$ cat src/rtl/counter_hex_display_n_pkg.sv
// Shared constants for the N-digit hex/BCD counter: digit width and the
// active-low seven-segment glyph table (bit 6 = g ... bit 0 = a).
package counter_hex_display_n_pkg;

  localparam int unsigned DIGIT_W = 4;
  localparam int unsigned SEG_W   = 7;

  typedef logic [DIGIT_W-1:0] digit_t;
  typedef logic [SEG_W-1:0]   seg_t;

  localparam seg_t SEG_BLANK = 7'b1111111;

  localparam seg_t SEG_TABLE [16] = '{
    7'b1000000, 7'b1111001, 7'b0100100, 7'b0110000,
    7'b0011001, 7'b0010010, 7'b0000010, 7'b1111000,
    7'b0000000, 7'b0010000, 7'b0001000, 7'b0000011,
    7'b1000110, 7'b0100001, 7'b0000110, 7'b0001110
  };

endpackage

$ cat src/rtl/counter_hex_display_n_hex_seg_decoder.sv
// One digit of seven-segment decode; blank_i overrides the glyph with all
// segments off.
module hex_seg_decoder
  import counter_hex_display_n_pkg::*;
(
  input  logic [DIGIT_W-1:0] digit_i,
  input  logic               blank_i,
  output logic [SEG_W-1:0]   seg_o
);

  always_comb begin
    seg_o = SEG_TABLE[digit_i];
    if (blank_i) begin
      seg_o = SEG_BLANK;
    end
  end

endmodule

$ cat src/rtl/counter_hex_display_n.sv
// N-digit up/down counter (hex or BCD digits) with synchronous load, a
// registered wrap pulse and a combinational seven-segment display of Q.
module counter_hex_display_n
  import counter_hex_display_n_pkg::*;
#(
  parameter int unsigned DIGITS   = 4,
  parameter int unsigned BCD      = 0,
  parameter int unsigned BLANK_LZ = 0
) (
  input  logic                        Clock,
  input  logic                        Reset,
  input  logic                        En,
  input  logic                        Up,
  input  logic                        Load,
  input  logic [DIGIT_W*DIGITS-1:0]   D,
  output logic [DIGIT_W*DIGITS-1:0]   Q,
  output logic                        Wrap,
  output logic [SEG_W*DIGITS-1:0]     HEX
);

  localparam digit_t DIGIT_MAX = (BCD != 0) ? 4'd9 : 4'hF;

  logic [DIGIT_W*DIGITS-1:0] q_q, q_d;
  logic [DIGIT_W*DIGITS-1:0] step_val;
  logic [DIGIT_W*DIGITS-1:0] load_val;
  logic                      wrap_q, wrap_d;

  // Each digit steps only when every lower digit rolled over; the carry out
  // of the top digit is exactly the whole-counter wrap condition.
  for (genvar k = 0; k < DIGITS; k++) begin : g_digit
    digit_t cur, ld, nxt;
    logic   cin, cout, lz;

    assign cur = q_q[DIGIT_W*k +: DIGIT_W];
    assign ld  = D[DIGIT_W*k +: DIGIT_W];

    if (k == 0) begin : g_lsd
      assign cin = 1'b1;
    end else begin : g_chain
      assign cin = g_digit[k-1].cout;
    end

    always_comb begin
      nxt  = cur;
      cout = 1'b0;
      if (cin) begin
        if (Up) begin
          if (cur >= DIGIT_MAX) begin
            nxt  = '0;
            cout = 1'b1;
          end else begin
            nxt = cur + 4'd1;
          end
        end else begin
          if (cur == '0) begin
            nxt  = DIGIT_MAX;
            cout = 1'b1;
          end else begin
            nxt = cur - 4'd1;
          end
        end
      end
    end

    assign step_val[DIGIT_W*k +: DIGIT_W] = nxt;
    assign load_val[DIGIT_W*k +: DIGIT_W] =
      ((BCD != 0) && (ld > 4'd9)) ? 4'd9 : ld;

    // lz: this digit and every digit above it are zero.
    if (k == DIGITS - 1) begin : g_top
      assign lz = (cur == '0);
    end else begin : g_below
      assign lz = (cur == '0) && g_digit[k+1].lz;
    end

    hex_seg_decoder u_seg (
      .digit_i (cur),
      .blank_i ((BLANK_LZ != 0) && (k != 0) && lz),
      .seg_o   (HEX[SEG_W*k +: SEG_W])
    );
  end

  always_comb begin
    q_d    = q_q;
    wrap_d = 1'b0;
    if (Load) begin
      q_d = load_val;
    end else if (En) begin
      q_d    = step_val;
      wrap_d = g_digit[DIGITS-1].cout;
    end
  end

  always_ff @(posedge Clock) begin
    if (Reset) begin
      q_q    <= '0;
      wrap_q <= 1'b0;
    end else begin
      q_q    <= q_d;
      wrap_q <= wrap_d;
    end
  end

  assign Q    = q_q;
  assign Wrap = wrap_q;

endmodule

$ cat config.mk
export PLATFORM = sky130hd
export DESIGN_NAME = counter_hex_display_n
export DESIGN_NICKNAME = d
export VERILOG_FILES = /design/src/rtl/counter_hex_display_n_pkg.sv /design/src/rtl/counter_hex_display_n_hex_seg_decoder.sv /design/src/rtl/counter_hex_display_n.sv
export SDC_FILE = /design/constraint.sdc
export NUM_CORES = 1
export LEC_CHECK = 0
export ABC_AREA = 0
export CAP_MARGIN = 30
export CORE_UTILIZATION = 48
export DETAILED_ROUTE_END_ITERATION = 6
export PLACE_DENSITY = 0.81
export SETUP_SLACK_MARGIN = 0.02
export SLEW_MARGIN = 30
export SYNTH_ARGS = -nofsm -noshare
export SYNTH_HDL_FRONTEND = slang
export SYNTH_SLANG_ARGS = --single-unit
$ cat constraint.sdc
create_clock -name Clock -period 3.2 [get_ports Clock]
set_input_delay 0.48 -clock Clock [delete_from_list [all_inputs] [get_ports Clock]]
set_output_delay 0.48 -clock Clock [all_outputs]
set_load 0.005 [all_outputs]
# --- After elaboration in Yosys (flattened, before gate mapping) ---
# Memory sizes are Yosys's and may differ from the RTL's.
# Cells that the tools add are included.
word_totals:
  ramBits: 0
  regBits: 17
  word_cells: 82
  memories: 4
  output_inout_bits: 45
  rom_bits: 448
  latch_bits: 0
  inputBits: 21
classes:
  mux: 39
  reduce_logical: 12
  n_eq_ne: 0
  n_div: 0
  n_shift: 0
  multipliers: 0
  order_cmp: 8
  add_sub_neg: 8
  bitwise_logic: 6
memory_table:
  columns: ["name", "words", "word_bits", "read_ports", "rd_ports_with_merged_regs", "wr", "line", "text"]
  rows:
  - ["(name not given)", 16, 7, 1, 0, 0, "counter_hex_display_n_hex_seg_decoder.sv:12", "seg_o = SEG_TABLE[digit_i];"]
  - ["(name not given)", 16, 7, 1, 0, 0, "counter_hex_display_n_hex_seg_decoder.sv:12", null]
  - ["(name not given)", 16, 7, 1, 0, 0, "counter_hex_display_n_hex_seg_decoder.sv:12", null]
  - ["(name not given)", 16, 7, 1, 0, 0, "counter_hex_display_n_hex_seg_decoder.sv:12", null]
op_table:
  columns: ["op", "count"]
  rows:
  - ["$mux 4", 15]
  - ["$mux 7", 8]
  - ["$mux 16", 2]
  - ["$ge 5x5->1 const B", 4]
  - ["$not 4->5", 4]
  - ["$add 4x1->4 const B", 4]
  - ["$ge 4x4->1 const B", 4]
  - ["$logic_not 4->1", 4]
  - ["$sub 4x1->4 const B", 4]
  - ["$mux 1", 14]
  - ["$reduce_bool 2->1", 4]
  - ["$reduce_and 2->1", 3]
  - ["$reduce_or 4->1", 1]
  - ["$not 1->1", 2]

# --- Depth between registers and ports, before layout ---
logic_depth:
  depth_word: 8
  depth_mapped: 8
  ltp_nobuf: 7

# --- Cells and area by module ---
# A second synthesis with hierarchy kept.
hier_totals:
  cells_unflattened: 309
  area_unflattened_um2: 2459.9
modules_own_cells:
  columns: ["mod", "area_per_inst_um2", "n_inst", "cells_per_inst"]
  rows:
  - ["counter_hex_display_n", 1298.7, 1, 163]
  - ["hex_seg_decoder (g_digit[0].u_seg ...)", 294.0, 2, 36]
  - ["hex_seg_decoder (g_digit[3].u_seg)", 299.0, 1, 35]
  - ["hex_seg_decoder (g_digit[2].u_seg)", 274.0, 1, 39]

# --- Worst setup path before layout ---
# Ideal clock, no wire load.
synth_timing:
  path_type: "reg2reg"
  startpoint: "register q_q[0] (netlist: Q[0])"
  endpoint: "register q_q[10] (netlist: Q[10])"
  synth_period_minus_slack_ns: 2.298
  t_required_ns: 3.133
  setup_ns: 0.067
  stages_incl_launch_ff: 9
  path_buffers: 1
  arrival_time_ns: 2.231
  slack_ns: 0.902
  path_cell_list: "dfxtp_1 > clkbuf_1 > inv_1 > ha_1 > or4b_4 > a221oi_4 > nor2_1 > a211o_1 > a21oi_2"
synth_between:
  elab_chain_len: 6
  word_cells_on_any_way: 8
  classes_between: "1 x order compare; 4 x mux; 3 x reduce/logical"
synth_rtl:
  columns: ["element", "line", "text"]
  rows:
  - ["start: declaration", "counter_hex_display_n.sv:23", "logic [DIGIT_W*DIGITS-1:0] q_q, q_d;"]
  - ["start signal: assignment", "counter_hex_display_n.sv:99", "q_q <= q_d;"]
  - ["$ge 4x4->1 / $logic_not 4->1 (equally long branches)", null, null]
  - ["$mux 1, on equally long branches", "counter_hex_display_n.sv:48, counter_hex_display_n.sv:55", null]
  - ["$mux 1 *", "counter_hex_display_n.sv:47", "if (Up) begin"]
  - ["$mux 1 *", "counter_hex_display_n.sv:46", "if (cin) begin"]
  - ["$reduce_bool 2->1 (no line) *", null, null]
  - ["$reduce_and 2->1 (no line) *", null, null]
# Mark *: on every way between the ends. The rest lies on a longest branch, timed or not.
# A chain may end at the register's enable or synchronous reset.

# --- Final worst setup path ---
layout_timing:
  startpoint: "register q_q[9] (netlist: Q[9])"
  endpoint: "output port HEX[17]"
layout_between:
  elab_chain_len: 4
layout_rtl:
  columns: ["element", "line", "text"]
  rows:
  - ["$not 4->5 (implied by the code)", "counter_hex_display_n_hex_seg_decoder.sv:12", null]
  - ["$mem_v2 16x7", null, null]
  - ["$mux 7 (implied by the code) (2 in series)", "counter_hex_display_n_hex_seg_decoder.sv:12", null]
  - ["end: declaration", "counter_hex_display_n.sv:18", "output logic [SEG_W*DIGITS-1:0] HEX"]
# Every way passes these cells. The select of a mux whose other input is x is not followed.

==> out/summary.txt <==
Post-DP HPWL: 4170 um
Overall die width: 70.9 um
Synth Warn #: 0
Hold Path Class: flip-flop to flip-flop
Crit path DAT: 2.28 ns
Synth top area cells: dfxtp_1 (15%), ha_1 (13%), a21oi_1 (8.8%)
CTS tree: yes
Global-route wire length before repair: 9890 um
Net Switching: 0.000299 W
Synth Register Bits: 17
Min Tclk post-route: 2.76 ns
Most frequent cell after synthesis: nand2_1
Final design utilization: 0.663
Post-route ant nets: 0
Final Hold Viols: 0
Share of the synthesized area in the top cell type: 0.149
Mean Syn Cell Area: 6.81 um2
Mapped Cells: 335
Peak supply drop: 164 uV
Largest net degree at the start of global routing: 25
Core Footprint: 4440 um2
Max frequency: 363 MHz
Number of DRC markers in iteration 0: 123
Setup violators final: 0
Clock sinks: 17
Post-synth top cells: nand2_1 (42), a21oi_1 (40), o21ai_0 (29)
Combinational share of power: 0.468
GRT met3 Usage: 0.00997
M2 GR Usage: 0.412
Final net count: 425
Clock input transition at the sequential cells of the worst setup and hold paths: 0.07 ns
Worst slew margin: 0.480
Worst skew pair latency: 0.25 ns
DR vias: 2534
Req. time, crit path: 2.72 ns
Standard-cell rows: 24
Largest buffer count on any clock path: 2
I/O pin count: 66
Failing checks: DRC
Vias per cell: 5.88
Drc violations: 6
Run status: finished with violations
Internal cell power: 0.000535 W
Synth cell types: 50
Initial antenna violation count: 0
Global route overflow: 0
TNS Setup: 0 ns
Die area: 5030 um2
Clock group share of total power: 0.195
Initial DRT Pass Iterations: 6
Post-CTS Resized: 0
Number of global-route vias before repair: 2239
Register area share after synthesis: 0.149
Starting density of the core: 0.513
Period utilization: 0.861
Power density over cell area: 283 nW/um2
Max Cap Viol: 0
Dominant cell type by area after synthesis: dfxtp_1
Asr flop ratio synth: 0
Total CTS buffers: 3
Area delta synth->final: 29.2%
Grt met1 use: 0.310
CTS root buffer: clkbuf_8
P_leak: 1.13 nW
CP max FO: 11
Setup CP Type: flip-flop to primary output
Main synth FF type: dfxtp_1
Drt total wl: 5740 um
Grt peak-use layer: met2
Skew final: 0.000502 ns
Pins Over Slew Limit: 0
Layout cell share with drive strength beyond 1: 0.0422
Net Count, Synth: 380
Htree depth: 1
Routability cong.: 0.855
Syn Std Cell Area: 2280 um2
RSZ-0062 raised after global routing: false
Post-CTS Hold Buffers: 0
I/O Buffers: 65
# Post-CTS Setup Buffers: 0
Total track usage: 0.236
Number of synthesized flops with an enable pin: 0
CP Capture Type: primary output
Register share of total power: 0.338
Routed wire length per instance: 13.3 um
Sw Share: 0.358
Diode count: 0
Worst Max-Slew Pin Slew: 0.779 ns
Worst setup SP type: flip-flop
Die height: 70.9 um
==> final cells by class <==
class,count,area [um2]
clock buffer,4,45.0
fill,417,1500
tap,52,65.1
inverter,25,93.8
multi-input combinational,264,1720
timing repair buffer,69,681
sequential,17,340
==> per-layer routing <==
layer | share of wire | wire length [um] | vias to the layer above
li1 | - | - | 1298
met4 | 0.012 | 69 | 0
met1 | 0.47 | 2720 | 1149
met3 | 0.044 | 250 | 6
met5 | 0 | 0 | -
met2 | 0.47 | 2700 | 81
==> power groups by stage <==
stage / clock network (W) / logic, W / registers [W]
floorplan: 0 / 0.000247 / 0.000250
global placement: 0 / 0.000384 / 0.000285
detailed placement: 0 / 0.000388 / 0.000285
CTS: 0.000164 / 0.000391 / 0.000281
global route: 0.000172 / 0.000435 / 0.000289
finish: 0.000162 / 0.000390 / 0.000282
==> sequential cells by signal, summed over array words and instances (netlist names) <==
register,flops
Wrap,1
Q,16
==> layout by cell type, fill, tap and decap left out, types with 2 or more instances in the layout <==
| cell | Yosys | layout |
|---|---|---|
| a21oi_2 | 2 | 2 |
| ha_1 | 24 | 24 |
| o21ai_0 | 29 | 29 |
| nand2_1 | 42 | 42 |
| buf_4 | 0 | 4 |
| inv_1 | 25 | 25 |
| nor3b_1 | 2 | 2 |
| o211ai_1 | 4 | 4 |
| clkdlybuf4s50_1 | 0 | 65 |
| or4_1 | 3 | 3 |
| nand4_1 | 4 | 4 |
| o221ai_1 | 3 | 3 |
| nor3_1 | 7 | 7 |
| a211oi_1 | 6 | 6 |
| dfxtp_1 | 17 | 17 |
| xnor2_1 | 2 | 2 |
| nand3_1 | 12 | 12 |
| o21bai_1 | 3 | 3 |
| nor2b_1 | 4 | 4 |
| a221oi_1 | 6 | 6 |
| nor2_1 | 24 | 24 |
| clkbuf_8 | 0 | 3 |
| mux2i_1 | 12 | 12 |
| a31oi_1 | 7 | 7 |
| a21oi_1 | 40 | 40 |
| nand3b_1 | 2 | 2 |
| o22ai_1 | 4 | 4 |
==> through the flow <==
stage | setup WS (ns) | std cells | total power [W] | area [um2] | hold slack [ns]
finish | 0.445 | 431 | 0.000834 | 2950 | 0.694
global route | 0.263 | 431 | 0.000896 | 2950 | 0.739
CTS | 0.445 | 431 | 0.000835 | 2950 | 0.691
detailed placement | 0.428 | 427 | 0.000673 | 2900 | 0.677
global placement | 0.463 | 427 | 0.000669 | 2900 | 0.671
floorplan | 0.902 | 335 | 0.000497 | 2280 | 0.607
==> cell families (layout without fill, tap and decap cells) <==
logic type                 after synthesis  in the layout  synth area share
AOI/OAI and AO/OA                      117            117             0.325
xor gates and xnor gates                 3              3            0.0115
adders and majority gates               24             24             0.132
buffers and inverters                   54             98            0.0960
DFF                                     17             17             0.149
muxes                                   14             14            0.0675
and+or+nand+nor                        106            106             0.219
==> final timing paths <==
kind              from      end  slack, ns  cells after the start
setup reg to reg  Q[0]    Q[10]       0.73                      7
hold reg to reg   Q[8]     Q[8]       0.69                      2
hold / removal    Q[8]     Q[8]       0.69                      2
setup / recovery  Q[9]  HEX[17]       0.44                      5
==> worst max-delay path: stages, from the launching register on <==
cell,delay (ns)
dfxtp_1,0.55
inv_1,0.13
ha_1,0.36
inv_1,0.07
mux4_2,0.46
clkdlybuf4s50_1,0.45
(Power assumes the default switching activity.)
